===== config.mk =====
export PLATFORM = sky130hd
export DESIGN_NAME = hazard_scoreboard
export DESIGN_NICKNAME = d
export VERILOG_FILES = /design/src/rtl/hazard_scoreboard.sv
export SDC_FILE = /design/constraint.sdc
export NUM_CORES = 1
export LEC_CHECK = 0
export CAP_MARGIN = 20
export CORE_ASPECT_RATIO = 0.9
export CORE_UTILIZATION = 40
export DETAILED_ROUTE_END_ITERATION = 8
export PLACE_DENSITY = 0.84
export SYNTH_ARGS = -nofsm -noshare
export SYNTH_HDL_FRONTEND = slang
export SYNTH_SLANG_ARGS = --single-unit

===== constraint.sdc =====
create_clock -name clk -period 5.8 [get_ports clk]
set_input_delay 1.16 -clock clk [delete_from_list [all_inputs] [get_ports clk]]
set_output_delay 1.16 -clock clk [all_outputs]
set_load 0.01 [all_outputs]

===== src/rtl/hazard_scoreboard.sv =====
// Register-hazard scoreboard: tracks in-flight GPR writes, stalls on Tuse<Tnew, forwards ready data.
// Optional stall counter port stall_cnt when SCB_STATS_EN is defined.
module hazard_scoreboard #(
  parameter int unsigned DEPTH  = 3,
  parameter int unsigned NUM_RD = 2,
  parameter int unsigned ADDR_W = 5,
  parameter int unsigned DATA_W = 32,
  parameter int unsigned T_W    = 2
) (
  input  logic                       clk,
  input  logic                       reset_n,
  input  logic                       freeze,
  input  logic                       iss_valid,
  input  logic [ADDR_W-1:0]          iss_addr,
  input  logic [T_W-1:0]             iss_tnew,
  input  logic [DATA_W-1:0]          iss_data,
  input  logic [DEPTH-1:0]           res_valid,
  input  logic [DEPTH*DATA_W-1:0]    res_data,
  input  logic [NUM_RD*ADDR_W-1:0]   rd_addr,
  input  logic [NUM_RD*T_W-1:0]      rd_tuse,
  input  logic [NUM_RD*DATA_W-1:0]   rd_rf_data,
  output logic [NUM_RD*DATA_W-1:0]   rd_data,
  output logic [NUM_RD-1:0]          rd_fwd,
  output logic                       stall
`ifdef SCB_STATS_EN
  ,
  output logic [31:0]                stall_cnt
`endif
);

  logic [ADDR_W-1:0] entAddr [DEPTH];
  logic [T_W-1:0]    entTnew [DEPTH];
  logic [DATA_W-1:0] entData [DEPTH];

  logic [NUM_RD-1:0] portStall;
  logic              hit;
  logic [T_W-1:0]    hitTnew;
  logic [DATA_W-1:0] hitData;

  // The oldest stage's result lands in the register file, never in an entry.
  logic unusedOldestRes;
  assign unusedOldestRes = ^{res_valid[DEPTH-1], res_data[(DEPTH-1)*DATA_W +: DATA_W]};

  function automatic logic [T_W-1:0] decT(input logic [T_W-1:0] t);
    return (t == '0) ? '0 : t - T_W'(1);
  endfunction

  // Per-port lookup: scan oldest to youngest so the youngest match wins.
  always_comb begin
    portStall = '0;
    rd_fwd    = '0;
    rd_data   = rd_rf_data;
    hit       = 1'b0;
    hitTnew   = '0;
    hitData   = '0;
    for (int p = 0; p < int'(NUM_RD); p++) begin
      hit     = 1'b0;
      hitTnew = '0;
      hitData = '0;
      for (int k = int'(DEPTH) - 1; k >= 0; k--) begin
        if (entAddr[k] == rd_addr[p*ADDR_W +: ADDR_W]) begin
          hit     = 1'b1;
          hitTnew = entTnew[k];
          hitData = entData[k];
        end
      end
      if (rd_addr[p*ADDR_W +: ADDR_W] == '0) hit = 1'b0;
      portStall[p] = hit && (rd_tuse[p*T_W +: T_W] < hitTnew);
      if (hit && (hitTnew == '0)) begin
        rd_fwd[p]                    = 1'b1;
        rd_data[p*DATA_W +: DATA_W]  = hitData;
      end
    end
  end

  assign stall = |portStall;

  // Pending-write shift chain; a stalled or zero-destination issue enters as a bubble.
  always_ff @(posedge clk or negedge reset_n) begin
    if (!reset_n) begin
      for (int k = 0; k < int'(DEPTH); k++) begin
        entAddr[k] <= '0;
        entTnew[k] <= '0;
        entData[k] <= '0;
      end
    end else if (!freeze) begin
      if (iss_valid && !stall && (iss_addr != '0)) begin
        entAddr[0] <= iss_addr;
        entTnew[0] <= decT(iss_tnew);
        entData[0] <= iss_data;
      end else begin
        entAddr[0] <= '0;
        entTnew[0] <= '0;
        entData[0] <= '0;
      end
      for (int k = 1; k < int'(DEPTH); k++) begin
        entAddr[k] <= entAddr[k-1];
        entTnew[k] <= decT(entTnew[k-1]);
        entData[k] <= res_valid[k-1] ? res_data[(k-1)*DATA_W +: DATA_W] : entData[k-1];
      end
    end
  end

`ifdef SCB_STATS_EN
  // Saturating count of cycles the pipeline was actually held by a hazard.
  always_ff @(posedge clk or negedge reset_n) begin
    if (!reset_n) begin
      stall_cnt <= 32'd0;
    end else if (stall && !freeze && (stall_cnt != 32'hFFFF_FFFF)) begin
      stall_cnt <= stall_cnt + 32'd1;
    end
  end
`endif

endmodule


* Word level (Yosys, flattened, before mapping) *
Index checks and enable logic that the tools add are counted.
W data, S select, Z words.

cells by class
  reductions and logical operators = 16
  $lt $le $gt $ge = 2
  $add $sub $neg = 3
  mux-type cells = 32
  equal/unequal tests = 6

operators with widths
  operator               count
  $mux W32               11
  $eq A5 B5 Y1           6
  $mux W2                10
  $logic_not A2 Y1       5
  $logic_not A5 Y1       2
  $mux W1                10
  $logic_and A1 B1 Y1    6
  $sub A2 B1 Y2 const B  3
  $mux W5                1
  $reduce_bool A5 Y1     1
  $lt A2 B2 Y1           2
  $reduce_or A2 Y1       1
  $logic_not A1 Y1       1

word-level totals
  logic and storage cells = 68
  input port bits = 220
  flip-flop bits (word level) = 117

* Longest topological paths before layout *
Gate-level depths: netlist (run 1).

  depth after elaboration = 11
  mapped depth = 14
  depth with buffers taken out = 11

* Worst setup path after synthesis (run 1) *
Ideal clock, no wire load.

  kind = in2out
  from = in rd_addr[6]
  to = out stall
  arrival time = 2.991 ns
  setup slack = 1.649 ns
  stages = 11
  required time = 4.640 ns
  cells stage by stage = xor2_1 -> nor3_2 -> and2_1 -> buf_6 -> a22o_1 -> mux2i_1 -> ha_1 -> or3_1 -> a31oi_1 -> a31oi_1 -> nand3_1

on the way
  word-level cells in the longest chain between the ends = 7
  elaborated cells on any way between the ends = 14
  those cells by class = order compare (1); eq/ne (3); mux (7); reduce/logical (3)

RTL lines
  element                                          line    text
  start, declared                                  19      input logic [NUM_RD*ADDR_W-1:0] rd_addr,
  $eq A5 B5 Y1                                     61      if (entAddr[k] == rd_addr[p*ADDR_W +: ADDR_W]) begin
  $mux W2 or $mux W1 (tied branches) (3 in a row)  61
  $lt A2 B2 Y1 or $mux W1 (tied branches)          68, 67
  $logic_and A1 B1 Y1 (*)                          68      portStall[p] = hit && (rd_tuse[p*T_W +: T_W] < hitTnew);
  $reduce_or A2 Y1 (*)                             76      assign stall = |portStall;
  end, declared                                    24      output logic stall

Every way passes the cells marked *; elsewhere a longest branch is shown, timed or not.

* Final worst setup path (run 1) *
  from = in rd_addr[5]
  to = out stall

Same word-level chain as after synthesis.

==> impl_metrics.ini, run 1 <==
[outcome]
run_status = finished, final reports clean

[power_and_ir_drop]
design_power_total_uw = 2777
power_density_nw_per_um2 = 255.9
vdd_ir_drop_max_v = 0.0002021
leakage_uw = 0.004659

[timing]
unrepaired_setup_endpoints_after_global_routing = no
final.period_utilization_pct = 94.54
timing.final.setup_violations = 0
finClkSkew_ns = 0.009784
layout_min_cycle_time_ns = 5.483
finalHoldViolCount = 0
timing.final.ws_setup_ns = 0.3168
timing.setup.tns_ns = 0
timing.fmax_mhz = 182.4
timing.slew.headroom_pct = 25.03
drv_slew = 0
max_slew.worst_pin.slew_ns = 1.125

[die]
initial_utilization_pct = 41.15
ios = 287
die_area_um2 = 19680
die_h_um = 133.2
floorplan.core_area_um2 = 18580
die_width_um = 147.8
rows = 47

[final_layout]
final_design_area_no_fill_um2 = 10850
drive_gt1_share_pct = 13.50
area_growth_pct = 41.93
postLayoutCoreUtil_pct = 58.41
antenna_cells_inserted = 0
nNetsFinal = 1225

[routing]
vias_per_cell = 5.571
detail_route.wl_per_cell_um = 19.14
drt_drc_violations_left = 0
totalWireLength_um = 24120
antenna_violating_nets_post_route = 0
detail_route.first_pass.iterations = 4
drt_iter0_drc = 403
dr_total_vias = 7020

[setup_path]
worst_path_cell_with_the_longest_stage_delay = sky130_fd_sc_hd__clkdlybuf4s50_1
critPathKind = in2out
timing.critical_path.buf_inv = 2
critPathTopFamily = simple AND/OR/NAND/NOR gates
timing.critical_path.from_type = primary input
rr_worst_depth = 11
arrival_ns = 4.32
crit-reg2reg-launch = entAddr[6]
timing.reg2reg.setup_slack_ns = 2.51
crit-reg2reg-capture = entData[92]
cp_cell_sequence = clkdlybuf4s50_1 -> xor2_1 -> nor3_2 -> and2_2 -> a22o_1 -> mux2i_1 -> ha_1 -> or3_1 -> a31oi_1 -> a31oi_1 -> nand3_1 -> clkdlybuf4s50_1
end_kind = output port
critical_path.max_stage_delay_ns = 0.55
timing.critical_path.required_ns = 4.64
highest_fanout_seen_on_the_critical_path = 6

[hold_path]
cells_on_worst_hold_path = 2
min_to = entTnew[0]
hp-start = entTnew[0]
class_of_the_tightest_hold_or_removal_check = reg2reg

[yosys]
synthFlopType = sky130_fd_sc_hd__dfrtp_1
complex_gate_fraction_of_the_synthesized_area_pct = 21.61
yosysSeqAreaShare_pct = 38.29
synth_top_cells_by_area = sky130_fd_sc_hd__dfrtp_1, sky130_fd_sc_hd__mux2_4, sky130_fd_sc_hd__mux2i_1
synthCells = 786
synth_largest_type_area_fraction_pct = 38.29
main_combinational_cell_family_by_area_after_synthesis = multiplexers
ys_seq_elements = 117
yosysUniqueCellTypes = 36
synth_fa_ha_area_share_pct = 0.3272
synth_xor_area_share_pct = 3.436
netlist.top_cell.by_area = sky130_fd_sc_hd__dfrtp_1
synthesis.area_per_instance_um2 = 9.729
synth.mux.area_fraction_pct = 22.04
synth_edf_count = 0
syn-num-nets = 1008
yosys_warnings = 0
asyncSetResetFlopFracSynth_pct = 100.0
synthesized_cell_area_um2 = 7647
synth-simple-area-share_pct = 9.408

[cts]
cts.clk_slew.worst_paths_ns = 0.05
clock_tree.root_cell = sky130_fd_sc_hd__clkbuf_16
clock_tree_from_tritoncts = built
post-cts-setup-buffers = 0
postCtsResizedCells = 0
cts_max_level = 4
numCtsBuffers = 17
worstSkewPairLatency_ns = 0.42
holdBufCountCts = 0
clkSinkCount = 117
cts_buffer_depth = 2

[global_routing]
initial_antenna_violation_count = 0
grt_start_max_net_pins = 95
globalRouteOverflowTotal = 0
first_global_vias = 7067
track_usage_pct = 24.83
first_pass_grt_wire_length_um = 37640

[place]
worst_slack_after_detailed_placement_ns = 0.3041
dp_hpwl_um = 16370
port_buffers = 253
gp_congestion = 0.8554
postPlaceCellArea_um2 = 10290

[job]
max-cap-violations = 0
power by group:
| part | internal (uW) | switching [uW] |
|---|---|---|
| sequential | 906 | 91.9 |
| combinational | 434 | 325 |
| clock | 647 | 372 |
metrics by stage:
stage | hold slack [ns] | std cells
floorplan | 0.4498 | 786
global placement | 0.4662 | 1229
detailed placement | 0.4858 | 1229
CTS | 0.4979 | 1260
global route | 0.5323 | 1260
finish | 0.4871 | 1260
tightest hold or removal path: cells and delay by family, from the launching register on:
kind            cells  cell delay (ns)
simple gates        1             0.05
flops               1             0.34
compound gates      1             0.06
state kept, by name, summed over array words and instances (netlist names):
| register | count |
|---|---|
| entTnew | 6 |
| entData | 96 |
| entAddr | 15 |
cell usage after synthesis, types with 3 or more instances:
| cell | instances |
|---|---|
| sky130_fd_sc_hd__dfrtp_1 | 117 |
| sky130_fd_sc_hd__nand2_1 | 75 |
| sky130_fd_sc_hd__nor2_1 | 71 |
| sky130_fd_sc_hd__o21ai_0 | 70 |
| sky130_fd_sc_hd__mux2i_1 | 66 |
| sky130_fd_sc_hd__a21oi_1 | 64 |
| sky130_fd_sc_hd__a22oi_1 | 64 |
| sky130_fd_sc_hd__clkbuf_1 | 51 |
| sky130_fd_sc_hd__mux2_4 | 51 |
| sky130_fd_sc_hd__a32o_1 | 32 |
| sky130_fd_sc_hd__mux2_2 | 22 |
| sky130_fd_sc_hd__xor2_1 | 16 |
| sky130_fd_sc_hd__xnor2_1 | 14 |
| sky130_fd_sc_hd__buf_6 | 12 |
| sky130_fd_sc_hd__a22o_1 | 7 |
| sky130_fd_sc_hd__nand3_1 | 7 |
| sky130_fd_sc_hd__buf_1 | 6 |
| sky130_fd_sc_hd__a31oi_1 | 4 |
| sky130_fd_sc_hd__and2_1 | 4 |
| sky130_fd_sc_hd__inv_1 | 4 |
| sky130_fd_sc_hd__nor3_1 | 3 |
how the worst max path moves through the flow:
stage | start | endpoint | cells after the start
after floorplan | rd_addr[6] | stall | 11
after detailed placement | rd_addr[5] | stall | 12
after CTS | rd_addr[5] | stall | 12
final | rd_addr[5] | stall | 12
after global routing | rd_addr[6] | stall | 12
after global placement | rd_addr[6] | stall | 12
per-layer routing:
metal | global-route usage (%) | share of wire [%] | vias up
met1 | 30.60 | 42 | 3376
met4 | 8.305 | 1.5 | 0
met5 | 0 | 0 | -
met3 | 5.959 | 7.3 | 24
met2 | 42.53 | 49 | 302
li1 | - | - | 3318
layout by cell type, fill, tap and decap left out, types with 3 or more instances in the layout:
| cell type | netlist | routed |
|---|---|---|
| sky130_fd_sc_hd__inv_1 | 4 | 4 |
| sky130_fd_sc_hd__clkdlybuf4s50_1 | 0 | 249 |
| sky130_fd_sc_hd__a31oi_1 | 4 | 4 |
| sky130_fd_sc_hd__clkinv_2 | 0 | 6 |
| sky130_fd_sc_hd__mux2_4 | 51 | 51 |
| sky130_fd_sc_hd__a22o_1 | 7 | 7 |
| sky130_fd_sc_hd__xor2_1 | 16 | 16 |
| sky130_fd_sc_hd__nor3_1 | 3 | 3 |
| sky130_fd_sc_hd__clkbuf_16 | 0 | 17 |
| sky130_fd_sc_hd__a22oi_1 | 64 | 64 |
| sky130_fd_sc_hd__nand2_1 | 75 | 75 |
| sky130_fd_sc_hd__xnor2_1 | 14 | 14 |
| sky130_fd_sc_hd__dfrtp_1 | 117 | 117 |
| sky130_fd_sc_hd__a21oi_1 | 64 | 64 |
| sky130_fd_sc_hd__nor2_1 | 71 | 71 |
| sky130_fd_sc_hd__mux2i_1 | 66 | 66 |
| sky130_fd_sc_hd__o21ai_0 | 70 | 70 |
| sky130_fd_sc_hd__a32o_1 | 32 | 32 |
| sky130_fd_sc_hd__buf_4 | 0 | 16 |
| sky130_fd_sc_hd__mux2_2 | 22 | 22 |
| sky130_fd_sc_hd__nand3_1 | 7 | 5 |
cells by family (layout without fill, tap and decap cells):
group,after synthesis,after routing
compound gates,249,249
buf+inv,75,304
mux,140,140
simple gates,173,173
flops,117,117
fa+ha+maj,2,2
xor+xnor,30,30
final cells by class:
type	instances	area, um2
well taps	245	306.5
repair buffers	269	2663
multi-input cells	594	4375
clock buffers	21	460.4
flip-flops and latches	117	2928
inverters	4	15.01
clock inverters	10	106.4
fillers	1578	7729
No activity file was read; power rests on OpenSTA's default activity.
==> inputs of run 2 (changes only) <==
--- a/config.mk
+++ b/config.mk
@@ -8,7 +8,9 @@
 export CAP_MARGIN = 20
 export CORE_ASPECT_RATIO = 0.9
+export CORE_MARGIN = 1
 export CORE_UTILIZATION = 40
 export DETAILED_ROUTE_END_ITERATION = 8
 export PLACE_DENSITY = 0.84
+export SLEW_MARGIN = 20
 export SYNTH_ARGS = -nofsm -noshare
 export SYNTH_HDL_FRONTEND = slang
==> constraint.sdc (replaced) <==
create_clock -name clk -period 5.8 [get_ports clk]
set_input_delay 1.16 -clock clk [delete_from_list [all_inputs] [get_ports clk]]
set_output_delay 1.16 -clock clk [all_outputs]
set_load 0.05 [all_outputs]
==> run 2 against run 1 <==
Compared with the run above: clock-buffer cell count is 2 lower; wire length is 1.0% higher; non-clock buffer count is 2 higher; critical path depth is 2 lower; critical path type unchanged; largest power group unchanged.
==> impl_metrics.ini, run 2 (synthesized netlist as in run 1, its figures left out) <==
[place]
port_buffers = 253
postPlaceCellArea_um2 = 10150
place.detailed.instances = 1231
gp_congestion = 0.8501
dp_hpwl_um = 16440

[timing]
finClkSkew_ns = 0.007127
drv_slew = 0
finalHoldViolCount = 0
final.period_utilization_pct = 88.73
timing.final.setup_violations = 0
layout_min_cycle_time_ns = 5.146
timing.fmax_mhz = 194.3
max_slew.worst_pin.slew_ns = 1.134
unrepaired_setup_endpoints_after_global_routing = no
timing.setup.tns_ns = 0
timing.slew.headroom_pct = 24.43
timing.hold.ws_ns = 0.4913

[final_layout]
nFillCells = 1614
area_growth_pct = 41.15
nNetsFinal = 1227
layout_common_cells = sky130_fd_sc_hd__clkdlybuf4s50_1, sky130_fd_sc_hd__dfrtp_1, sky130_fd_sc_hd__buf_4, sky130_fd_sc_hd__nand2_1, sky130_fd_sc_hd__nor2_1
layout_commonest_cell = sky130_fd_sc_hd__clkdlybuf4s50_1
registers_with_the_highest_flip_flop_counts = entData: 96 flops, entAddr: 15 flops, entTnew: 6 flops
sequential_area_um2 = 2928
drive_gt1_share_pct = 20.43
largest_register_ff_count = 96
antenna_cells_inserted = 0
finalNonFillerCells = 1263
multi_input_comb_area_um2 = 4375
regMostFlops = entData
final_design_area_no_fill_um2 = 10790

[die]
rows = 47
initial_utilization_pct = 41.15
die_h_um = 133.2
die_width_um = 147.8
ios = 287
die_area_um2 = 19680
floorplan.core_area_um2 = 18580

[hold_path]
cells_on_worst_hold_path = 2
class_of_the_tightest_hold_or_removal_check = reg2reg
min_to = entTnew[0]
hp-start = entTnew[0]

[setup_path]
cp_cell_sequence = clkdlybuf4s50_1 -> xor2_1 -> nor3_2 -> a211oi_4 -> a22o_1 -> mux2i_1 -> and3_2 -> buf_4 -> mux2_2 -> buf_4
crit-reg2reg-launch = entAddr[5]
timing.critical_path.from_type = primary input
critPathTopFamily = buffers and inverters
highest_fanout_seen_on_the_critical_path = 20
crit_top_cell = sky130_fd_sc_hd__buf_4
critical_path.max_stage_delay_ns = 0.51
worst_path_cell_with_the_longest_stage_delay = sky130_fd_sc_hd__clkdlybuf4s50_1
timing.critical_path.buf_inv = 3
arrival_ns = 3.99
timing.critical_path.required_ns = 4.64
end_kind = output port
rr_worst_depth = 11
timing.reg2reg.setup_slack_ns = 2.61
crit-reg2reg-capture = entData[92]
critPathKind = in2out

[global_routing]
globalRouteOverflowTotal = 0
track_usage_pct = 24.91
first_pass_grt_wire_length_um = 37830
first_global_vias = 7019
initial_antenna_violation_count = 0
grt_start_max_net_pins = 97

[cts]
cts_buffer_depth = 2
post-cts-setup-buffers = 0
postCtsResizedCells = 0
clkSinkCount = 117
holdBufCountCts = 0
clock_tree_from_tritoncts = built
cts_max_level = 4
clock_tree.root_cell = sky130_fd_sc_hd__clkbuf_16
cts.clk_slew.worst_paths_ns = 0.05
numCtsBuffers = 17
worstSkewPairLatency_ns = 0.41

[power_and_ir_drop]
leakage_uw = 0.004765
p_switching_uw = 992.5
power_density_nw_per_um2 = 285.9
power_frac_comb_pct = 30.1
seq_power_share_pct = 32.3
power.internal_uw = 2093
clock_power_share_pct = 37.6
p_sw_share_pct = 32.17
vdd_ir_drop_max_v = 0.0001903
design_power_total_uw = 3086

[routing]
drt_drc_violations_left = 0
detail_route.wl_per_cell_um = 19.29
detail_route.first_pass.iterations = 4
drt_iter0_drc = 340
antenna_violating_nets_post_route = 0
vias_per_cell = 5.580
totalWireLength_um = 24360
dr_total_vias = 7047

[job]
max-cap-violations = 0

[outcome]
run_status = finished, final reports clean
-- run 2: cell types whose count changed in the layout (fill, tap and decap cells not counted), sizes merged, moves of 2 or more --
cell	change
buf	+69
bufinv	+3
clkbuf	-2
clkdlybuf4s50	-67
clkinv	-4
clkinvlp	+3
-- run 2: worst max path at each step --
stage	slack (ns)	cells past startpoint	startpoint	to
floorplan	1.37	11	rd_addr[6]	stall
global placement	0.69	10	rd_addr[2]	rd_data[1]
detailed placement	0.67	10	rd_addr[2]	rd_data[1]
CTS	0.67	10	rd_addr[2]	rd_data[1]
global route	0.54	10	rd_addr[2]	rd_data[1]
finish	0.65	10	rd_addr[2]	rd_data[1]
-- run 2: worst reg2reg max path, stage by stage, from the launching register on --
cell and delay [ns]:
sky130_fd_sc_hd__dfrtp_1 0.44, sky130_fd_sc_hd__xor2_1 0.20, sky130_fd_sc_hd__nor3_2 0.33, sky130_fd_sc_hd__and2_2 0.28, sky130_fd_sc_hd__a22o_1 0.16, sky130_fd_sc_hd__mux2i_1 0.09
sky130_fd_sc_hd__ha_1 0.28, sky130_fd_sc_hd__or3_1 0.36, sky130_fd_sc_hd__a31oi_1 0.15, sky130_fd_sc_hd__a31oi_1 0.08, sky130_fd_sc_hd__and4_4 0.38, sky130_fd_sc_hd__a32o_1 0.34
-- run 2: final cells by class --
type                            instances  area share (%)
Timing Repair Buffer                  271           23.37
Clock inverter                         13           1.889
Sequential cell                       117           27.12
Clock buffer                           19           4.103
Tap cell                              245           2.840
Multi-Input combinational cell        594           40.54
Inverter                                4          0.1391
-- run 2: layer usage --
metal  share of wire (%)  global-route usage (%)  routed length [um]  vias up
li1                    -                       -                   -     3325
met1                  42                   30.84               10190     3366
met2                  48                   41.88               11810      318
met3                 7.5                   6.473                1831       38
met5                   0                       0                   0        -
met4                 2.2                   8.820                 531        0
-- run 2: power by group through the flow --
stage,clock network (uW),registers (uW),logic [uW]
finish,1160,997,930
global route,1210,1010,985
CTS,1180,996,934
detailed placement,0,1010,931
global placement,0,1000,914
floorplan,0,986,615
-- run 2: stage by stage --
stage | util (%) | setup slack (ns)
floorplan | - | 1.370
global placement | 54.61 | 0.6864
detailed placement | 54.61 | 0.6740
CTS | 58.09 | 0.6697
global route | 58.09 | 0.5378
finish | 58.09 | 0.6538
